`src/rtl/idu_issue_queue.sv`:
```
// Decode-front issue queue: buffers fetched (pc, inst) pairs and issues the head
// only when a per-GPR pending-write scoreboard shows no RAW hazard or saturation.
module idu_issue_queue #(
  parameter int DEPTH  = 4,
  parameter int NUM_WB = 2,
  parameter int CNT_W  = 2
) (
  input  logic                      clock,
  input  logic                      reset,
  input  logic                      flush,
  input  logic                      in_valid,
  output logic                      in_ready,
  input  logic [31:0]               in_pc,
  input  logic [31:0]               in_inst,
  output logic                      out_valid,
  input  logic                      out_ready,
  output logic [31:0]               out_pc,
  output logic [31:0]               out_inst,
  output logic [4:0]                out_rs1,
  output logic [4:0]                out_rs2,
  output logic [4:0]                out_rd,
  input  logic [NUM_WB-1:0]         wb_valid,
  input  logic [5*NUM_WB-1:0]       wb_rd,
  output logic [$clog2(DEPTH):0]    count,
  output logic                      stall_raw
);

  localparam int                AW       = $clog2(DEPTH);
  localparam logic [AW:0]       DEPTH_C  = (AW+1)'(DEPTH);
  localparam logic [CNT_W-1:0]  CNT_MAX  = '1;

  localparam logic [4:0] OPC_JALR   = 5'b11001;
  localparam logic [4:0] OPC_BRANCH = 5'b11000;
  localparam logic [4:0] OPC_LOAD   = 5'b00000;
  localparam logic [4:0] OPC_STORE  = 5'b01000;
  localparam logic [4:0] OPC_OPIMM  = 5'b00100;
  localparam logic [4:0] OPC_OP     = 5'b01100;
  localparam logic [4:0] OPC_SYSTEM = 5'b11100;

  logic [31:0]      r_pc   [DEPTH];
  logic [31:0]      r_inst [DEPTH];
  logic [AW-1:0]    r_head;
  logic [AW-1:0]    r_tail;
  logic [AW:0]      r_count;
  logic [CNT_W-1:0] r_cnt  [32];

  logic [31:0]      w_head_inst;
  logic [4:0]       w_opc;
  logic [2:0]       w_funct3;
  logic [4:0]       w_rs1;
  logic [4:0]       w_rs2;
  logic [4:0]       w_rd;
  logic             w_need_rs1;
  logic             w_need_rs2;
  logic             w_no_rd;
  logic             w_nonempty;
  logic             w_full;
  logic             w_raw;
  logic             w_sat;
  logic             w_stall;
  logic             w_out_valid;
  logic             w_in_ready;
  logic             w_push;
  logic             w_pop;
  logic [15:0]      w_dec     [32];
  logic [15:0]      w_sum     [32];
  logic [CNT_W-1:0] w_cnt_nxt [32];

  // FIFO storage is intentionally not reset; only pointers and count are.
  always_ff @(posedge clock) begin
    if (w_push) begin
      r_pc[r_tail]   <= in_pc;
      r_inst[r_tail] <= in_inst;
    end
  end

  always_ff @(posedge clock or negedge reset) begin
    if (!reset) begin
      r_head  <= '0;
      r_tail  <= '0;
      r_count <= '0;
    end else if (flush) begin
      r_head  <= '0;
      r_tail  <= '0;
      r_count <= '0;
    end else begin
      if (w_push) r_tail <= r_tail + AW'(1);
      if (w_pop)  r_head <= r_head + AW'(1);
      case ({w_push, w_pop})
        2'b10:   r_count <= r_count + (AW+1)'(1);
        2'b01:   r_count <= r_count - (AW+1)'(1);
        default: r_count <= r_count;
      endcase
    end
  end

  assign w_head_inst = r_inst[r_head];
  assign w_opc       = w_head_inst[6:2];
  assign w_funct3    = w_head_inst[14:12];
  assign w_rs1       = w_head_inst[19:15];
  assign w_rs2       = w_head_inst[24:20];

  always_comb begin
    w_need_rs1 = 1'b0;
    w_need_rs2 = 1'b0;
    w_no_rd    = 1'b0;
    case (w_opc)
      OPC_JALR:   w_need_rs1 = 1'b1;
      OPC_BRANCH: begin
        w_need_rs1 = 1'b1;
        w_need_rs2 = 1'b1;
        w_no_rd    = 1'b1;
      end
      OPC_LOAD:   w_need_rs1 = 1'b1;
      OPC_STORE:  begin
        w_need_rs1 = 1'b1;
        w_need_rs2 = 1'b1;
        w_no_rd    = 1'b1;
      end
      OPC_OPIMM:  w_need_rs1 = 1'b1;
      OPC_OP:     begin
        w_need_rs1 = 1'b1;
        w_need_rs2 = 1'b1;
      end
      // CSR register forms read rs1; immediate forms and ECALL/EBREAK do not.
      OPC_SYSTEM: w_need_rs1 = (w_funct3 != 3'b000) && !w_funct3[2];
      default:    ;
    endcase
  end

  assign w_rd = w_no_rd ? 5'd0 : w_head_inst[11:7];

  assign w_nonempty  = (r_count != '0);
  assign w_full      = (r_count == DEPTH_C);
  assign w_raw       = (w_need_rs1 && (w_rs1 != 5'd0) && (r_cnt[w_rs1] != '0)) ||
                       (w_need_rs2 && (w_rs2 != 5'd0) && (r_cnt[w_rs2] != '0));
  assign w_sat       = (w_rd != 5'd0) && (r_cnt[w_rd] == CNT_MAX);
  assign w_stall     = w_nonempty && (w_raw || w_sat);
  assign w_out_valid = w_nonempty && !flush && !w_stall;
  assign w_in_ready  = !w_full && !flush;
  assign w_push      = in_valid && w_in_ready;
  assign w_pop       = w_out_valid && out_ready;

  // Net per-register change: +1 for an issuing writer, -k for k matching writebacks.
  // Saturation blocks the increment at CNT_MAX, so the sum never overflows CNT_W.
  always_comb begin
    for (int r = 0; r < 32; r++) begin
      w_dec[r] = '0;
      for (int i = 0; i < NUM_WB; i++) begin
        if (wb_valid[i] && (wb_rd[5*i +: 5] == 5'(r)))
          w_dec[r] = w_dec[r] + 16'd1;
      end
      w_sum[r] = 16'(r_cnt[r]);
      if (w_pop && (w_rd == 5'(r)))
        w_sum[r] = w_sum[r] + 16'd1;
      if (r == 0)
        w_cnt_nxt[r] = '0;
      else if (w_sum[r] > w_dec[r])
        w_cnt_nxt[r] = CNT_W'(w_sum[r] - w_dec[r]);
      else
        w_cnt_nxt[r] = '0;
    end
  end

  always_ff @(posedge clock or negedge reset) begin
    if (!reset) begin
      for (int r = 0; r < 32; r++) r_cnt[r] <= '0;
    end else begin
      for (int r = 0; r < 32; r++) r_cnt[r] <= w_cnt_nxt[r];
    end
  end

  assign in_ready  = w_in_ready;
  assign out_valid = w_out_valid;
  assign out_pc    = r_pc[r_head];
  assign out_inst  = w_head_inst;
  assign out_rs1   = w_rs1;
  assign out_rs2   = w_rs2;
  assign out_rd    = w_rd;
  assign count     = r_count;
  assign stall_raw = w_stall;

endmodule
```
`config.mk`:
```
export PLATFORM = sky130hd
export DESIGN_NAME = idu_issue_queue
export DESIGN_NICKNAME = d
export VERILOG_FILES = /design/src/rtl/idu_issue_queue.sv
export SDC_FILE = /design/constraint.sdc
export NUM_CORES = 1
export LEC_CHECK = 0
export CAP_MARGIN = 40
export CORE_MARGIN = 5
export CORE_UTILIZATION = 37
export CTS_CLUSTER_SIZE = 16
export DETAILED_ROUTE_END_ITERATION = 7
export PLACE_DENSITY_LB_ADDON = 0.05
export REMOVE_ABC_BUFFERS = 1
export SYNTH_ARGS = -nofsm -noshare
export SYNTH_HDL_FRONTEND = slang
export SYNTH_SLANG_ARGS = --single-unit
```
`constraint.sdc`:
```
create_clock -name clock -period 9.1 [get_ports clock]
set_input_delay 0.91 -clock clock [delete_from_list [all_inputs] [get_ports clock]]
set_output_delay 0.91 -clock clock [all_outputs]
set_load 0.01 [all_outputs]
```
==> flow_summary.yaml, run 1 <==
run_status:
  status: "finished clean"
drt:
  wl_per_cell_um: 23.0
  num_vias: 10900
  wl_um: 47200
  drtIter0Drc: 711
  post-route-drc-count: 0
  dr.pass1.iters: 4
  ant_nets: 0
  via_per_inst: 5.34
sta:
  finalCritPeriodShare: 0.709
  tns_ps: 0
  clock_skew_ps: 20.6
  max_freq_ghz: 0.155
  worst_slack_ps: 2640
  fin_crit_ps: 6460
  worst_pin_slew_ps: 865
  setup_viol: 0
  final-hold-violation-count: 0
  slew_headroom: 0.422
  slew_violations: 0
  grt_setup_unrepaired: "no"
run:
  max_cap_viol_count: 0
grt:
  grt_pass1_vias: 11400
  grt_pass1_wl_um: 70900
  grt_max_degree: 52
  antenna_found_initial: 6
  grt_overflow: 0
  grt.total_usage: 0.183
synthesis:
  synth_cell_types: 66
  yosys.area.top_type: "edfxtp_1"
  syn_inst: 1249
  synth_adder_area_share: 0.128
  synth_area_mm2: 0.0175
  synth-compound-area-share: 0.0587
  synth_top_family_by_area: "multiplexers"
  synthTopCellsByArea: "edfxtp_1 44%, dfrtp_1 9.9%, ha_1 9.2%, mux4_2 8.8%, fa_1 3.7%"
  synth_xor_xnor_area_share: 0.0171
  synth_flop_cell: "edfxtp_1"
  yosysSeqAreaShare: 0.539
  avgSynthCellArea_um2: 14.0
  yosys_warnings: 0
  postSynth.asyncResetShare: 0.212
  synth.top_cell.area_share: 0.440
  synth.mux.area_fraction: 0.140
  synth_seq_cells: 325
  yosys.area_share.simple: 0.0920
  synth-edff-count: 256
placement:
  io_buffers: 165
  dp_slack_ps: 3080
  dp_hpwl_um: 32900
  gp_congestion: 0.870
floorplan:
  rows: 79
  initial_core_util: 0.374
  die_y_um: 227
  core_mm2: 0.0467
  die_area_mm2: 0.0516
  boundaryPins: 166
  die_w_um: 227
setup_path:
  crit_path_end_kind: "primary output"
  worstPathMaxFanout: 34
  start_kind: "flip-flop"
  crit_required_ps: 8190
  critical_path_class: "flip-flop to primary output"
  arrival_ps: 5550
clock_network:
  cts_resized: 0
  cts_hold_buffers: 0
  cts-root-buf: "clkbuf_16"
  clock_latency_ps: 560
  cts.path.max_buffers: 3
  path_clk_slew_ps: 60
  cts_tree: "yes"
  cts_setup_buffers: 0
  h-tree-depth: 2
  cts_buffers: 38
  clock_sinks: 325
power:
  p_sw_frac: 0.294
  p_comb_frac: 0.216
  power_density_mw_per_mm2: 200
  cellLeakagePower_nw: 7.79
  internal-power_mw: 2.96
  p_switching_mw: 1.23
  seqPwrFrac: 0.445
  p_clk_frac: 0.340
  peakVddDrop_mv: 0.146
layout:
  drive_above_1_share: 0.129
  nets: 1655
  area_growth_syn_to_layout_pct: 19.8
hold_path:
  hold_class: "primary input to asynchronous set/reset pin"
## through the flow
stage | total power [mW] | cells | utilization | area (um^2) | hold WS, ps
after floorplan | 2.41 | 1194 | - | 17200 | 492
after global placement | 2.80 | 1977 | 0.422 | 19700 | 541
after detailed placement | 2.79 | 1981 | 0.424 | 19800 | 552
after CTS | 4.25 | 2046 | 0.448 | 20900 | 293
after global routing | 4.42 | 2046 | 0.448 | 20900 | 312
final | 4.19 | 2047 | 0.448 | 20900 | 294
## flip-flops by register name, summed over array words and instances, names as in the netlist
name	cells
r_pc	128
r_cnt	62
r_head	2
count	3
r_tail	2
r_inst	128
## synth_stat cells (2+ instances only)
cell / instances
or2_2: 4
a211oi_1: 5
nand4_1: 35
and3_1: 14
a32oi_1: 2
dfrtp_1: 69
a22oi_1: 5
a32o_1: 2
nand2b_1: 14
o22ai_1: 4
buf_4: 11
edfxtp_1: 256
fa_1: 32
inv_1: 38
nor4b_1: 3
buf_2: 13
o21bai_1: 2
mux4_2: 68
xnor2_1: 10
o21ai_0: 9
buf_6: 3
ha_1: 128
nand2_1: 46
o311ai_0: 5
nor3_1: 8
o31ai_1: 2
a211o_1: 7
a21oi_1: 63
mux2i_1: 53
nand3_1: 43
nor3b_1: 4
buf_1: 7
a31oi_1: 3
clkbuf_1: 20
nor2b_1: 14
a221oi_1: 4
or4_1: 2
nand3b_1: 5
and2_1: 4
mux2_2: 32
or3_1: 2
a21o_1: 29
a311oi_1: 2
nor2_1: 122
xor2_1: 24
## final cells by class
cell class / instances / area [um^2]
Antenna cell: 1 / 2.50
Tap cell: 607 / 759
Sequential cell: 325 / 9420
Timing Repair Buffer: 180 / 1800
Fill cell: 4197 / 25700
Inverter: 39 / 146
Clock inverter: 18 / 155
Clock buffer: 47 / 995
Multi-Input combinational cell: 830 / 7630
## power groups by stage
stage	sequential, mW	clock, mW	combinational (mW)
after floorplan	1.86	0	0.548
after global placement	1.89	0	0.904
after detailed placement	1.89	0	0.902
after CTS	1.86	1.47	0.913
after global routing	1.88	1.54	0.999
final	1.86	1.42	0.903
## path summary, 6_finish.rpt
path                                  end      start  cells after the start  slack (ps)
worst max-delay path            out_valid  r_head[0]                      9        2640
worst min-delay path            r_cnt[13]      reset                      1         290
worst max register to register  r_cnt[49]  r_head[0]                     15        3110
worst min register to register  r_tail[0]  r_tail[0]                      1         550
max in group asynchronous       r_cnt[32]      reset                      2        7820
min in group clock              r_tail[0]  r_tail[0]                      1         550
## critical path: stages (launching register included)
cell             delay, ps
dfrtp_4                860
mux4_2                 340
buf_4                  340
nor2b_1                750
and2_1                 690
a211o_1                240
a21o_1                 140
o211ai_2               150
nor4_1                 730
clkdlybuf4s50_1        680
## layer usage
| layer | GRT usage | share of wire |
|---|---|---|
| met2 | 0.289 | 0.46 |
| met5 | 0 | 0.0017 |
| met3 | 0.0484 | 0.059 |
| met1 | 0.246 | 0.44 |
| met4 | 0.0644 | 0.038 |
## cells in the final DEF, fill, tap and decap left out, types with 13 or more instances in the layout
cell / synthesis / layout
inv_1: 38 / 38
nor2b_1: 14 / 14
edfxtp_1: 256 / 256
buf_4: 11 / 13
xor2_1: 24 / 24
mux4_2: 68 / 68
dfrtp_1: 69 / 67
nor2_1: 122 / 121
ha_1: 128 / 128
clkbuf_16: 0 / 38
a21o_1: 29 / 29
fa_1: 32 / 32
nand2b_1: 14 / 14
clkdlybuf4s50_1: 0 / 164
nand2_1: 46 / 46
nand3_1: 43 / 43
mux2_2: 32 / 32
mux2i_1: 53 / 53
a21oi_1: 63 / 63
nand4_1: 35 / 35
## cells by family (layout without fill, tap and decap cells)
| family | Yosys count | in the layout |
|---|---|---|
| xor gates and xnor gates | 34 | 34 |
| buffers and inverters | 94 | 284 |
| and+or+nand+nor | 328 | 328 |
| muxes | 154 | 154 |
| AOI/OAI and AO/OA | 154 | 154 |
| other | 0 | 1 |
| DFF | 325 | 325 |
| adders and majority gates | 160 | 160 |
Power figures use the tool's default switching activity.
==> run 2, diff against run 1 <==
clock period = 5.7 ns   (was 9.1 ns; I/O delays follow)
==> run 2 against run 1 <==
Utilization up 0.45 points. Count of clock-buffer cells in the layout is 1 lower. First-iteration DRC count fell by 1.7%. Total power grew 63%. Register-to-register slack worse by 2400 ps. Sequential power rose by 59%. Worst setup slack got worse by 2200 ps. Clock power is 70% higher. Sequential share of layout area is 0.45 points lower. Non-clock buffer count is 13 higher. Worst hold slack improved by 210 ps. Critical endpoint unchanged. Largest cell class unchanged. Highest routed layer unchanged.
==> flow_summary.yaml, run 2 (synthesized netlist as in run 1, its figures left out) <==
run_status:
  status: "finished clean"
placement:
  gp_congestion: 0.848
  dp_hpwl_um: 32900
  io_buffers: 165
setup_path:
  path_cells: "mux4_2, or4b_4, nand2_1, inv_1, nand3_1, a21o_1, o211ai_2, nor4_1, clkdlybuf4s50_1"
  critPathMaxStageDelay_ps: 730
  regToRegStartpoint: "r_head[0]"
  worstPathMaxFanout: 26
  critical_path_class: "flip-flop to primary output"
  crit_path_end_kind: "primary output"
  critical_path_depth: 9
  crit_required_ps: 5130
  crit_buf_inv: 2
  arrival_ps: 4720
  reg2regPathDepth: 15
  crit_path_top_delay_cell: "dfrtp_4"
  start_kind: "flip-flop"
  cp-startpoint: "r_head[0]"
  path_delay_family: "simple AND/OR/NAND/NOR gates"
layout:
  final_common_cell: "edfxtp_1"
  area_growth_syn_to_layout_pct: 21.0
  n_fill_cell: 4217
  drive_above_1_share: 0.136
  reg_top3: "r_inst x128, r_pc x128, r_cnt x62"
  layout_common_cells: "256 x edfxtp_1, 164 x clkdlybuf4s50_1, 128 x ha_1, 121 x nor2_1, 68 x mux4_2"
  nets: 1667
clock_network:
  clock_latency_ps: 560
  cts_setup_buffers: 0
  path_clk_slew_ps: 60
  cts.path.max_buffers: 3
  cts-root-buf: "clkbuf_16"
  cts_resized: 0
  h-tree-depth: 2
  cts_buffers: 37
  clock_sinks: 325
  cts_hold_buffers: 1
  cts_tree: "yes"
floorplan:
  die_y_um: 227
  die_area_mm2: 0.0516
  boundaryPins: 166
  rows: 79
  initial_core_util: 0.374
  core_mm2: 0.0467
  die_w_um: 227
sta:
  finalCritPeriodShare: 0.928
  fin_crit_ps: 5290
  slew_violations: 0
  worst_pin_slew_ps: 806
  max_freq_ghz: 0.189
  fin_hold_ws_ps: 507
  setup_viol: 0
  tns_ps: 0
  clock_skew_ps: 17.7
  final-hold-violation-count: 0
  grt_setup_unrepaired: "no"
  slew_headroom: 0.462
drt:
  post-route-drc-count: 0
  dr.pass1.iters: 5
  drtIter0Drc: 699
  num_vias: 10900
  met3_wirelength_um: 3310
  wl_um: 46400
  routed-wl-met2_um: 21100
  ant_nets: 0
  met1_length_um: 20700
  maxUsedRoutingLayer: "met5"
  wl_per_cell_um: 22.5
  via_per_inst: 5.31
power:
  cellLeakagePower_nw: 7.90
  p_switching_mw: 1.94
  power_density_mw_per_mm2: 323
  p_sw_frac: 0.285
  peakVddDrop_mv: 0.247
  p_comb_frac: 0.211
  p_clk_frac: 0.355
  seqPwrFrac: 0.435
  internal-power_mw: 4.87
grt:
  grt_overflow: 0
  grt_pass1_vias: 11400
  grt_max_degree: 50
  grt.total_usage: 0.180
  grt_pass1_wl_um: 70400
  antenna_found_initial: 4
run:
  max_cap_viol_count: 0
hold_path:
  hold_class: "primary input to asynchronous set/reset pin"
## run 2: cell types whose count changed in the layout (fill, tap and decap cells not counted), moves of 2 or more
cell,delta
clkinv_1,-2
buf_4,+11
bufinv_16,+4
clkinv_2,-2
## run 2: layout make-up
| cell class | count | area, um^2 | share of cell area |
|---|---|---|---|
| diodes | 1 | 2.50 | 0.000118 |
| clock buffers | 46 | 960 | 0.0454 |
| clock inverters | 18 | 267 | 0.0126 |
| inverters | 39 | 146 | 0.00693 |
| multi-input cells | 830 | 7630 | 0.361 |
| flip-flops and latches | 325 | 9420 | 0.446 |
| well taps | 607 | 759 | 0.0360 |
| repair buffers | 193 | 1930 | 0.0916 |
## run 2: power groups by stage
stage / clock network [mW] / logic [mW] / registers, mW
2_1_floorplan: 0 / 0.874 / 2.97
3_3_place_gp: 0 / 1.42 / 3.01
3_5_place_dp: 0 / 1.44 / 3.01
4_1_cts: 2.50 / 1.45 / 2.96
5_1_grt: 2.60 / 1.59 / 2.99
6_report: 2.42 / 1.44 / 2.96
## run 2: routing by layer
| layer | global-route usage | vias up |
|---|---|---|
| li1 | - | 5114 |
| met1 | 0.248 | 5467 |
| met2 | 0.281 | 259 |
| met3 | 0.0522 | 78 |
| met4 | 0.0511 | 6 |
| met5 | 0 | - |
## run 2: metrics by stage
| stage | instance area (um^2) | utilization | worst slack (ps) | power, mW | cells |
|---|---|---|---|---|---|
| after global routing | 21100 | 0.453 | 263 | 7.19 | 2058 |
| final | 21100 | 0.453 | 408 | 6.82 | 2059 |
| after CTS | 21100 | 0.453 | 351 | 6.92 | 2058 |
| after floorplan | 17200 | - | -2750 | 3.84 | 1194 |
| after detailed placement | 19900 | 0.426 | 637 | 4.45 | 1993 |
| after global placement | 19800 | 0.424 | 678 | 4.43 | 1990 |
## run 2: path summary, 6_finish.rpt
check / to / slack [ps]
worst max-delay path: out_valid / 410
worst min-delay path: r_cnt[15] / 510
worst max register to register: r_cnt[53] / 660
worst min register to register: r_tail[0] / 540
max in group asynchronous: r_cnt[59] / 4230
min in group clock: r_tail[0] / 540
==> run 3, diff against run 2 <==
ABC_AREA = 1   (was default)
==> run 3 against run 2 <==
Die area increased by 6.5%. Final area rose by 5.4%. Final cell count is 39% higher. Worst setup slack improved by 240 ps. Maximum frequency grew 4.7%. Sequential share of layout area decreased by 2.3 points. Worst hold slack got worse by 6.6 ps. Count of clock-buffer cells in the layout grew 10. Combinational power up 43%. Via count is 30% higher. Critical endpoint is now r_cnt[9].
==> flow_summary.yaml, run 3 <==
run:
  max_cap_viol_count: 0
synthesis:
  synth_area_mm2: 0.0186
  synth-edff-count: 256
  synth-compound-area-share: 0.0860
  synth_flop_cell: "edfxtp_1"
  synth.mux.area_fraction: 0
  synth_seq_cells: 325
  yosysSeqAreaShare: 0.505
  synth_cell_types: 41
  yosys.area_share.simple: 0.194
  synth_adder_area_share: 0.120
  yosys_warnings: 0
  yosys.area.top_type: "edfxtp_1"
  syn_inst: 1992
  synth.top_cell.area_share: 0.412
  synth_common_cells: "376 x nand2_1, 269 x nor2_1, 256 x edfxtp_1"
  synth_xor_xnor_area_share: 0.0150
  synth_top_family_by_area: "simple AND/OR/NAND/NOR gates"
  synthTopCellsByArea: "edfxtp_1 41%, dfrtp_1 9.3%, ha_1 8.6%, nand2_1 7.6%, nor2_1 5.4%"
  avgSynthCellArea_um2: 9.36
  postSynth.asyncResetShare: 0.212
  yosysMostFrequentCell: "nand2_1"
layout:
  seq_area_mm2: 0.00942
  drive_above_1_share: 0.0717
  nets: 2388
  reg_top3: "r_inst x128, r_pc x128, r_cnt x62"
  layout_common_cells: "376 x nand2_1, 265 x nor2_1, 256 x edfxtp_1, 235 x inv_1, 164 x clkdlybuf4s50_1"
  n_fill_cell: 4923
  area_growth_syn_to_layout_pct: 19.4
  multi_input_area_mm2: 0.00778
  final_common_cell: "nand2_1"
  final_cells: 2852
placement:
  gp_congestion: 0.887
  place_inst: 2777
  io_buffers: 165
  dp_hpwl_um: 37500
  dp_slack_ps: 649
sta:
  slew_violations: 0
  tns_ps: 0
  setup_viol: 0
  grt_setup_unrepaired: "no"
  clock_skew_ps: 23.8
  slew_headroom: 0.372
  max_freq_ghz: 0.198
  finalCritPeriodShare: 0.887
  worst_pin_slew_ps: 939
  fin_crit_ps: 5050
  worst_slack_ps: 646
  final-hold-violation-count: 0
  fin_hold_ws_ps: 500
setup_path:
  arrival_ps: 5530
  crit_buf_inv: 4
  crit_required_ps: 6180
  critical_path_class: "flip-flop to flip-flop"
  crit_path_end_kind: "flip-flop"
  worstPathMaxFanout: 32
  path_delay_family: "simple AND/OR/NAND/NOR gates"
  crit_path_top_delay_cell: "inv_2"
  critPathMaxStageDelay_ps: 440
  path_cells: "inv_2, buf_4, nand3_1, nand2_1, inv_1, o21ai_0, nand3_1, nand2_1, nand2_1, nand3_1, nand3_1, nand3_1, nand2_1, nor2_4, nand3_4, nor2_4, buf_4, nand2_1, xor2_1, ha_1, fa_1, a21o_1, a21oi_1"
  start_kind: "flip-flop"
drt:
  num_vias: 14200
  wl_um: 54000
  ant_nets: 0
  wl_per_cell_um: 18.9
  post-route-drc-count: 0
  drtIter0Drc: 932
  via_per_inst: 4.99
  dr.pass1.iters: 5
floorplan:
  die_y_um: 235
  rows: 82
  die_area_mm2: 0.0550
  boundaryPins: 166
  die_w_um: 235
  core_mm2: 0.0500
  initial_core_util: 0.373
clock_network:
  cts_tree: "yes"
  cts_hold_buffers: 1
  cts_resized: 0
  path_clk_slew_ps: 60
  h-tree-depth: 2
  cts.path.max_buffers: 3
  clock_sinks: 325
  clock_latency_ps: 570
  cts_setup_buffers: 0
  cts-root-buf: "clkbuf_16"
  cts_buffers: 39
grt:
  grt_overflow: 0
  antenna_found_initial: 4
  grt_max_degree: 128
  grt_pass1_wl_um: 82500
  grt.total_usage: 0.195
  grt_pass1_vias: 14200
power:
  power_mw: 7.23
  power_density_mw_per_mm2: 325
  cellLeakagePower_nw: 9.66
  peakVddDrop_mv: 0.232
hold_path:
  hold_class: "primary input to asynchronous set/reset pin"
run_status:
  status: "finished clean"
[run 3: cell type report]
| type | instances | area share |
|---|---|---|
| Timing Repair Buffer | 194 | 0.0887 |
| Clock inverter | 15 | 0.00866 |
| Antenna cell | 3 | 0.000337 |
| Clock buffer | 56 | 0.0472 |
| Inverter | 264 | 0.0447 |
| Multi-Input combinational cell | 1323 | 0.349 |
| Sequential cell | 325 | 0.423 |
| Tap cell | 672 | 0.0378 |
[run 3: power breakdown]
group	internal (mW)	leakage (nW)	switching (mW)	total, mW
Combinational	0.732	5.78	1.33	2.06
Sequential	2.70	3.28	0.0391	2.74
Clock	1.43	0.597	1.01	2.44
Total	4.86	9.66	2.37	7.23
[run 3: layer usage]
metal / share of wire / track usage / routed length (um)
met5: 0.00063 / 0 / 34
met4: 0.034 / 0.0660 / 1820
met3: 0.072 / 0.0486 / 3860
met2: 0.47 / 0.326 / 25300
met1: 0.43 / 0.249 / 23000
[run 3: worst paths after layout]
check | startpoint | endpoint | slack [ps] | depth (start not counted)
worst max-delay path | r_head[1] | r_cnt[9] | 650 | 23
worst min-delay path | reset | r_cnt[18] | 500 | 2
worst max register to register | r_head[1] | r_cnt[9] | 650 | 23
worst min register to register | r_tail[0] | r_tail[0] | 560 | 1
max in group asynchronous | reset | r_tail[0] | 4590 | 3
min in group clock | r_tail[0] | r_tail[0] | 560 | 1
[run 3: metrics by stage]
| step | util | instance area [um^2] |
|---|---|---|
| 4_1_cts | 0.445 | 22200 |
| 3_5_place_dp | 0.420 | 21000 |
| 5_1_grt | 0.445 | 22200 |
| 6_report | 0.445 | 22300 |
| 3_3_place_gp | 0.418 | 20900 |
| 2_1_floorplan | - | 18200 |
[run 3: logic make-up (layout without fill, tap and decap cells)]
| kind of cell | count (synthesis) | after routing |
|---|---|---|
| AND/OR/NAND/NOR | 842 | 842 |
| buffers and inverters | 344 | 529 |
| flip-flops | 325 | 325 |
| AO/OA/AOI/OAI | 289 | 289 |
| adder cells (fa/ha/maj) | 160 | 160 |
| XOR/XNOR | 32 | 32 |
| other | 0 | 3 |
